`config.mk`:
```
export PLATFORM = sky130hd
export DESIGN_NAME = mem_ctrl
export DESIGN_NICKNAME = d
export VERILOG_FILES = /design/src/rtl/mem_ctrl_pkg.sv /design/src/rtl/mem_ctrl_arb.sv /design/src/rtl/mem_ctrl.sv
export SDC_FILE = /design/constraint.sdc
export NUM_CORES = 1
export LEC_CHECK = 0
export ABC_CLOCK_PERIOD_IN_PS = 3400
export CAP_MARGIN = 10
export CORE_ASPECT_RATIO = 0.9
export CORE_MARGIN = 2
export CORE_UTILIZATION = 40
export CTS_BUF_LIST = sky130_fd_sc_hd__clkbuf_16
export CTS_CLUSTER_SIZE = 8
export DETAILED_ROUTE_END_ITERATION = 7
export HOLD_SLACK_MARGIN = 0.08
export PLACE_DENSITY = 0.71
export SKIP_CTS_REPAIR_TIMING = 1
export SLEW_MARGIN = 20
export SYNTH_ARGS = -nofsm -noshare
export SYNTH_HDL_FRONTEND = slang
export SYNTH_HIERARCHICAL = 1
export SYNTH_SLANG_ARGS = --single-unit
```
`constraint.sdc`:
```
create_clock -name clk -period 3.4 [get_ports clk]
set_clock_uncertainty 0.15 [all_clocks]
set_input_delay 1.02 -clock clk [delete_from_list [all_inputs] [get_ports clk]]
set_output_delay 1.02 -clock clk [all_outputs]
set_load 0.05 [all_outputs]
```
`src/rtl/mem_ctrl_pkg.sv`:
```
// mem_ctrl shared types: FSM states, owners, size codes.
// Imported by the arbiter and the byte sequencer.
package mem_ctrl_pkg;

  typedef enum logic [1:0] {
    IDLE  = 2'd0,
    READ  = 2'd1,
    WRITE = 2'd2,
    DONE  = 2'd3
  } state_e;

  typedef enum logic {
    OWN_IC  = 1'b0,
    OWN_LSB = 1'b1
  } owner_e;

  localparam logic [1:0] SZ_BYTE = 2'd0;
  localparam logic [1:0] SZ_HALF = 2'd1;
  localparam logic [1:0] SZ_WORD = 2'd2;

  localparam logic TRUE  = 1'b1;
  localparam logic FALSE = 1'b0;

  localparam logic [1:0] IO_TAG_DEF = 2'b11;

  function automatic logic [2:0] size_bytes(input logic [1:0] sz);
    logic [2:0] n;
    case (sz)
      SZ_BYTE: n = 3'd1;
      SZ_HALF: n = 3'd2;
      default: n = 3'd4;
    endcase
    return n;
  endfunction

endpackage

```
`src/rtl/mem_ctrl_arb.sv`:
```
// Two-way arbiter between ICache and LSB.
// On contention the side not granted last time wins.
module mem_ctrl_arb
  import mem_ctrl_pkg::*;
(
  input  logic clk_i,
  input  logic rst_i,
  input  logic en_i,
  input  logic ic_req_i,
  input  logic lsb_req_i,
  output logic gnt_o,
  output logic gnt_lsb_o
);

  owner_e last_q;

  assign gnt_o     = ic_req_i | lsb_req_i;
  assign gnt_lsb_o = lsb_req_i &
                     (~ic_req_i | (last_q == OWN_IC));

  always_ff @(posedge clk_i) begin
    if (rst_i) begin
      last_q <= OWN_IC;
    end else if (en_i && gnt_o) begin
      last_q <= gnt_lsb_o ? OWN_LSB : OWN_IC;
    end
  end

endmodule

```
`src/rtl/mem_ctrl.sv`:
```
// Byte-serial RAM port controller shared by ICache and LSB.
// Splits 1/2/4-byte accesses, assembles reads little-endian.
module mem_ctrl
  import mem_ctrl_pkg::*;
#(
  parameter logic [1:0] IO_TAG = IO_TAG_DEF
) (
  input  logic        clk,
  input  logic        rst,
  input  logic        rdy,
  input  logic        rollback,
  input  logic        io_buffer_full,
  input  logic [7:0]  mem_din,
  output logic [7:0]  mem_dout,
  output logic [31:0] mem_a,
  output logic        mem_wr,
  input  logic        IC_addr_sgn,
  input  logic [31:0] IC_addr,
  output logic        IC_val_sgn,
  output logic [31:0] IC_val,
  input  logic        LSB_sgn,
  input  logic        LSB_wr,
  input  logic [1:0]  LSB_size,
  input  logic [31:0] LSB_addr,
  input  logic [31:0] LSB_data,
  output logic        LSB_done,
  output logic [31:0] LSB_val
);

  state_e      state_q;
  owner_e      own_q;
  logic [2:0]  cnt_q;
  logic [2:0]  n_q;
  logic [31:0] addr_q;
  logic [31:0] wdata_q;
  logic [31:0] rbuf_q;
  logic        wr_q;
  logic [31:0] a_q;
  logic [7:0]  dout_q;
  logic        ic_sgn_q;
  logic [31:0] ic_val_q;
  logic        lsb_done_q;
  logic [31:0] lsb_val_q;
  logic [7:0]  stash_q;
  logic        stash_v_q;

  logic        gnt_any;
  logic        gnt_lsb;
  logic        grant_en;
  logic [31:0] req_addr;
  logic [2:0]  req_n;
  logic        st_req;
  logic        req_blk;
  logic        cur_blk;
  logic [7:0]  din;
  logic [1:0]  rd_idx;
  logic [31:0] rd_word_d;
  logic [7:0]  wr_byte;
  logic [31:0] next_a;

  assign mem_dout   = dout_q;
  assign mem_a      = a_q;
  assign mem_wr     = wr_q & rdy;
  assign IC_val_sgn = ic_sgn_q;
  assign IC_val     = ic_val_q;
  assign LSB_done   = lsb_done_q;
  assign LSB_val    = lsb_val_q;

  assign grant_en = rdy & ~rollback & (state_q == IDLE);

  mem_ctrl_arb u_arb (
    .clk_i     (clk),
    .rst_i     (rst),
    .en_i      (grant_en),
    .ic_req_i  (IC_addr_sgn),
    .lsb_req_i (LSB_sgn),
    .gnt_o     (gnt_any),
    .gnt_lsb_o (gnt_lsb)
  );

  assign req_addr = gnt_lsb ? LSB_addr : IC_addr;
  assign req_n    = gnt_lsb ? size_bytes(LSB_size) : 3'd4;
  assign st_req   = gnt_lsb & LSB_wr;
  assign req_blk  = (LSB_addr[17:16] == IO_TAG) & io_buffer_full;
  assign cur_blk  = (addr_q[17:16] == IO_TAG) & io_buffer_full;

  // RAM keeps running while rdy is low, so the byte due on the
  // first frozen edge is held until the transfer resumes.
  assign din     = stash_v_q ? stash_q : mem_din;
  assign rd_idx  = cnt_q[1:0] - 2'd2;
  assign wr_byte = wdata_q[{cnt_q[1:0], 3'b000} +: 8];
  assign next_a  = addr_q + {29'd0, cnt_q};

  always_comb begin
    rd_word_d = rbuf_q;
    rd_word_d[{rd_idx, 3'b000} +: 8] = din;
  end

  always_ff @(posedge clk) begin
    if (rst) begin
      state_q    <= IDLE;
      own_q      <= OWN_IC;
      cnt_q      <= '0;
      n_q        <= '0;
      addr_q     <= '0;
      wdata_q    <= '0;
      rbuf_q     <= '0;
      wr_q       <= FALSE;
      a_q        <= '0;
      dout_q     <= '0;
      ic_sgn_q   <= FALSE;
      ic_val_q   <= '0;
      lsb_done_q <= FALSE;
      lsb_val_q  <= '0;
      stash_q    <= '0;
      stash_v_q  <= FALSE;
    end else if (!rdy) begin
      if (!stash_v_q) begin
        stash_q   <= mem_din;
        stash_v_q <= TRUE;
      end
    end else begin
      stash_v_q  <= FALSE;
      ic_sgn_q   <= FALSE;
      lsb_done_q <= FALSE;
      unique case (state_q)
        IDLE: begin
          wr_q <= FALSE;
          if (grant_en && gnt_any) begin
            addr_q  <= req_addr;
            n_q     <= req_n;
            wdata_q <= LSB_data;
            rbuf_q  <= '0;
            own_q   <= gnt_lsb ? OWN_LSB : OWN_IC;
            if (st_req) begin
              state_q <= WRITE;
              if (req_blk) begin
                cnt_q <= 3'd0;
              end else begin
                wr_q   <= TRUE;
                a_q    <= LSB_addr;
                dout_q <= LSB_data[7:0];
                cnt_q  <= 3'd1;
              end
            end else begin
              state_q <= READ;
              a_q     <= req_addr;
              cnt_q   <= 3'd1;
            end
          end
        end
        READ: begin
          if (rollback) begin
            state_q <= IDLE;
          end else begin
            cnt_q <= cnt_q + 3'd1;
            if (cnt_q >= 3'd2) rbuf_q <= rd_word_d;
            if (cnt_q < n_q) a_q <= next_a;
            if (cnt_q == n_q + 3'd1) begin
              state_q <= DONE;
              if (own_q == OWN_IC) begin
                ic_sgn_q <= TRUE;
                ic_val_q <= rd_word_d;
              end else begin
                lsb_done_q <= TRUE;
                lsb_val_q  <= rd_word_d;
              end
            end
          end
        end
        WRITE: begin
          if (cnt_q == n_q) begin
            wr_q       <= FALSE;
            lsb_done_q <= TRUE;
            state_q    <= DONE;
          end else if (cur_blk) begin
            wr_q <= FALSE;
          end else begin
            wr_q   <= TRUE;
            a_q    <= next_a;
            dout_q <= wr_byte;
            cnt_q  <= cnt_q + 3'd1;
          end
        end
        DONE: begin
          state_q <= IDLE;
        end
      endcase
    end
  end

endmodule

```
==> flow_summary.yaml <==
status:
  status: "completed"
power:
  power.leakage_nw: 5.117
  ir_drop_uv: 329.6
  power_density_nw_per_um2: 504.0
  finalPower_mw: 7.037
critical_path:
  crit_fanout: 3
  cp_slowest_cell: "clkdlybuf4s50_1"
  reg2reg_depth: 6
  crit_arrival_ns: 2.02
  cp_num_cells: 3
  slowest_delay_ns: 0.52
  cp.required_ns: 2.23
  worstSetupStartpointType: "input port"
  path_buf_inv: 2
  crit_family: "buffers and inverters"
  end_kind: "primary output"
  worstSetupPathType: "in2out"
  critical_path.cell_chain: "clkdlybuf4s50_1, and2_1, buf_12"
  critPathLaunch: "rdy"
  r2r_start: "cnt_q[1]$_SDFFE_PP0P_"
layout:
  layout_common_cells: "nor2_1 (235), dfxtp_1 (222), clkdlybuf4s50_1 (218), nand2_1 (116), a21oi_1 (76)"
  multi_input_area_sq_um: 5479
  drive_above_1_share_pct: 9.808
  seq_area_sq_um: 4444
  finalNonFillerCells: 1807
  synthToLayoutAreaGrowth_pct: 33.07
  mostFrequentLayoutCell: "nor2_1"
  final_core_utilization_pct: 53.86
  nets: 1590
  fillers: 2424
grt:
  grt_max_degree: 208
  grt_usage_pct: 22.14
  grt_pass1_vias: 9543
  grt_overflow: 0
  antenna_found_initial: 1
  grt_pass1_wl_um: 49820
synthesis:
  avgSynthCellArea_sq_um: 8.341
  netlist_instances: 1258
  synth_edf_count: 0
  ys.flop_type: "dfxtp_1"
  synth_area_sq_um: 10490
  ys_ff_latch: 222
  synth.net_count: 1390
  ys_async_sr_fraction_pct: 0
  synth_cell_types: 65
  yosysSeqAreaShare_pct: 42.36
  yosysWarnings: 6
timing:
  max_slew_margin_pct: 26.47
  setup_viol: 0
  max_freq_mhz: 313.5
  period_needed_ns: 3.190
  tightest_slew_ns: 1.103
  setup_tns_ns: 0
  hold_ws_ns: 0.3005
  timing.final.crit_share_pct: 93.83
  rsz0062_at_grt: "false"
  slew_viol_final: 0
  hold_violations: 0
cts:
  cts_buffers: 31
  root_buffer: "clkbuf_16"
  cts_buffer_depth: 3
  htree_levels: 1
  clk_latency_ns: 0.53
  cts_sinks: 222
  tritoncts: "done"
  cts.clk_slew.worst_paths_ns: 0.05
detailed_routing:
  wl_per_cell_um: 17.02
  drc: 0
  drt_wl_total_um: 30750
  drt_iter0_drc: 768
  postRouteAntennaNets: 0
  first_pass_iters: 5
  vias: 9839
  vias_per_cell: 5.445
floorplanning:
  rows: 56
  core-area_sq_um: 25920
  die_h_um: 157.7
  start_util_pct: 40.47
  ios: 221
  die_x_um: 174.7
  dieArea_sq_um: 27540
place:
  gp_congestion: 0.8426
  place.port_buffers: 220
  hpwl_um: 21310
  dp.cells: 1773
hold_path:
  whs_path_depth: 2
  hold_path_class: "reg2reg"
  hp-start: "wdata_q[26]$_SDFFE_PP0P_"
job:
  drv_cap: 0
power by group:
| group | switching, mW | total, mW | internal, mW |
|---|---|---|---|
| clock network | 1.05 | 2.63 | 1.58 |
| logic | 0.945 | 1.55 | 0.604 |
| registers | 0.115 | 2.86 | 2.75 |
| total | 2.11 | 7.04 | 4.93 |
state kept, by name, summed over array words and instances, names as in the netlist, 2 cells and up:
signal,count
IC_val,32
LSB_val,32
addr_q,32
cnt_q,3
mem_a,32
mem_dout,8
n_q,3
rbuf_q,32
stash_q,8
state_q,2
wdata_q,32
routing by layer:
metal	global-route usage (%)	up-vias	part of all wire [%]
met4	7.302	0	3.4
met3	4.011	67	6.8
met5	0	-	0
li1	-	4810	-
met2	35.86	342	45
met1	29.95	4620	44
worst reg2reg max path, cell delays in order, from the launching register on:
cell	delay, ns
dfxtp_1	0.66
ha_1	0.33
nor2b_1	0.13
o21a_1	0.17
o21a_1	0.55
or4_1	0.67
a21oi_1	0.14
per-stage QoR:
step | worst slack (ns) | instance area (sq um)
after floorplan | 0.1995 | 10490
after global placement | 0.09114 | 13180
after detailed placement | 0.03396 | 13180
after CTS | 0.1937 | 13960
after global routing | 0.1784 | 13960
final | 0.2099 | 13960
area by class of cell:
| class | count | area share (%) |
|---|---|---|
| clock inverters | 2 | 0.05377 |
| multi-input cells | 894 | 39.24 |
| diodes | 1 | 0.01792 |
| repair buffers | 262 | 18.92 |
| well taps | 348 | 3.119 |
| flip-flops and latches | 222 | 31.83 |
| inverters | 47 | 1.264 |
| clock buffers | 31 | 5.556 |
cell families after synthesis:
logic type               count (synthesis)  share of synthesized area, %
AO/OA/AOI/OAI                          260                         16.56
XOR/XNOR                                16                         1.479
adder cells (fa/ha/maj)                 18                         2.218
buffers and inverters                  142                         5.652
flip-flops                             222                         42.36
multiplexers                            66                         7.393
AND/OR/NAND/NOR                        534                         24.34
cell usage after synthesis (all sizes together), types with 3 or more instances:
master   number  area [sq um]
ha           17         212.7
or4          10         75.07
nor3         77         535.5
mux4          8         180.2
a22oi        33         247.7
o2111ai       7         61.31
o22ai        34         212.7
a21o          3         22.52
mux2i        46         460.4
a31o          7         61.31
a21oi        77         389.1
a31oi         3         18.77
nor4          7         58.81
nor2        236         885.9
and2          9         56.30
o211a         7         70.07
xnor2         6         52.55
buf          24         150.1
clkbuf       71         266.5
nand2b        5         31.28
nand4        13         81.33
and4          6         52.55
o31a          3         26.28
nand2       116         435.4
o21ai        22         110.1
a211oi       36         275.3
o32ai         6         52.55
and3         12         75.07
o221ai        8         70.07
nand3        27         140.1
xor2          9         78.83
inv          46         172.7
nor3b         4         41.29
mux2         12         135.1
nor2b         3         18.77
dfxtp       222          4444
worst paths after layout:
path,end,slack (ns)
worst min register to register,wdata_q[26]$_SDFFE_PP0P_,0.30
worst min-delay path,wdata_q[26]$_SDFFE_PP0P_,0.30
worst max-delay path,mem_wr,0.21
worst max register to register,mem_a[6]$_SDFFE_PP0P_,0.50
Note: power is estimated with default switching activity, not from simulation.
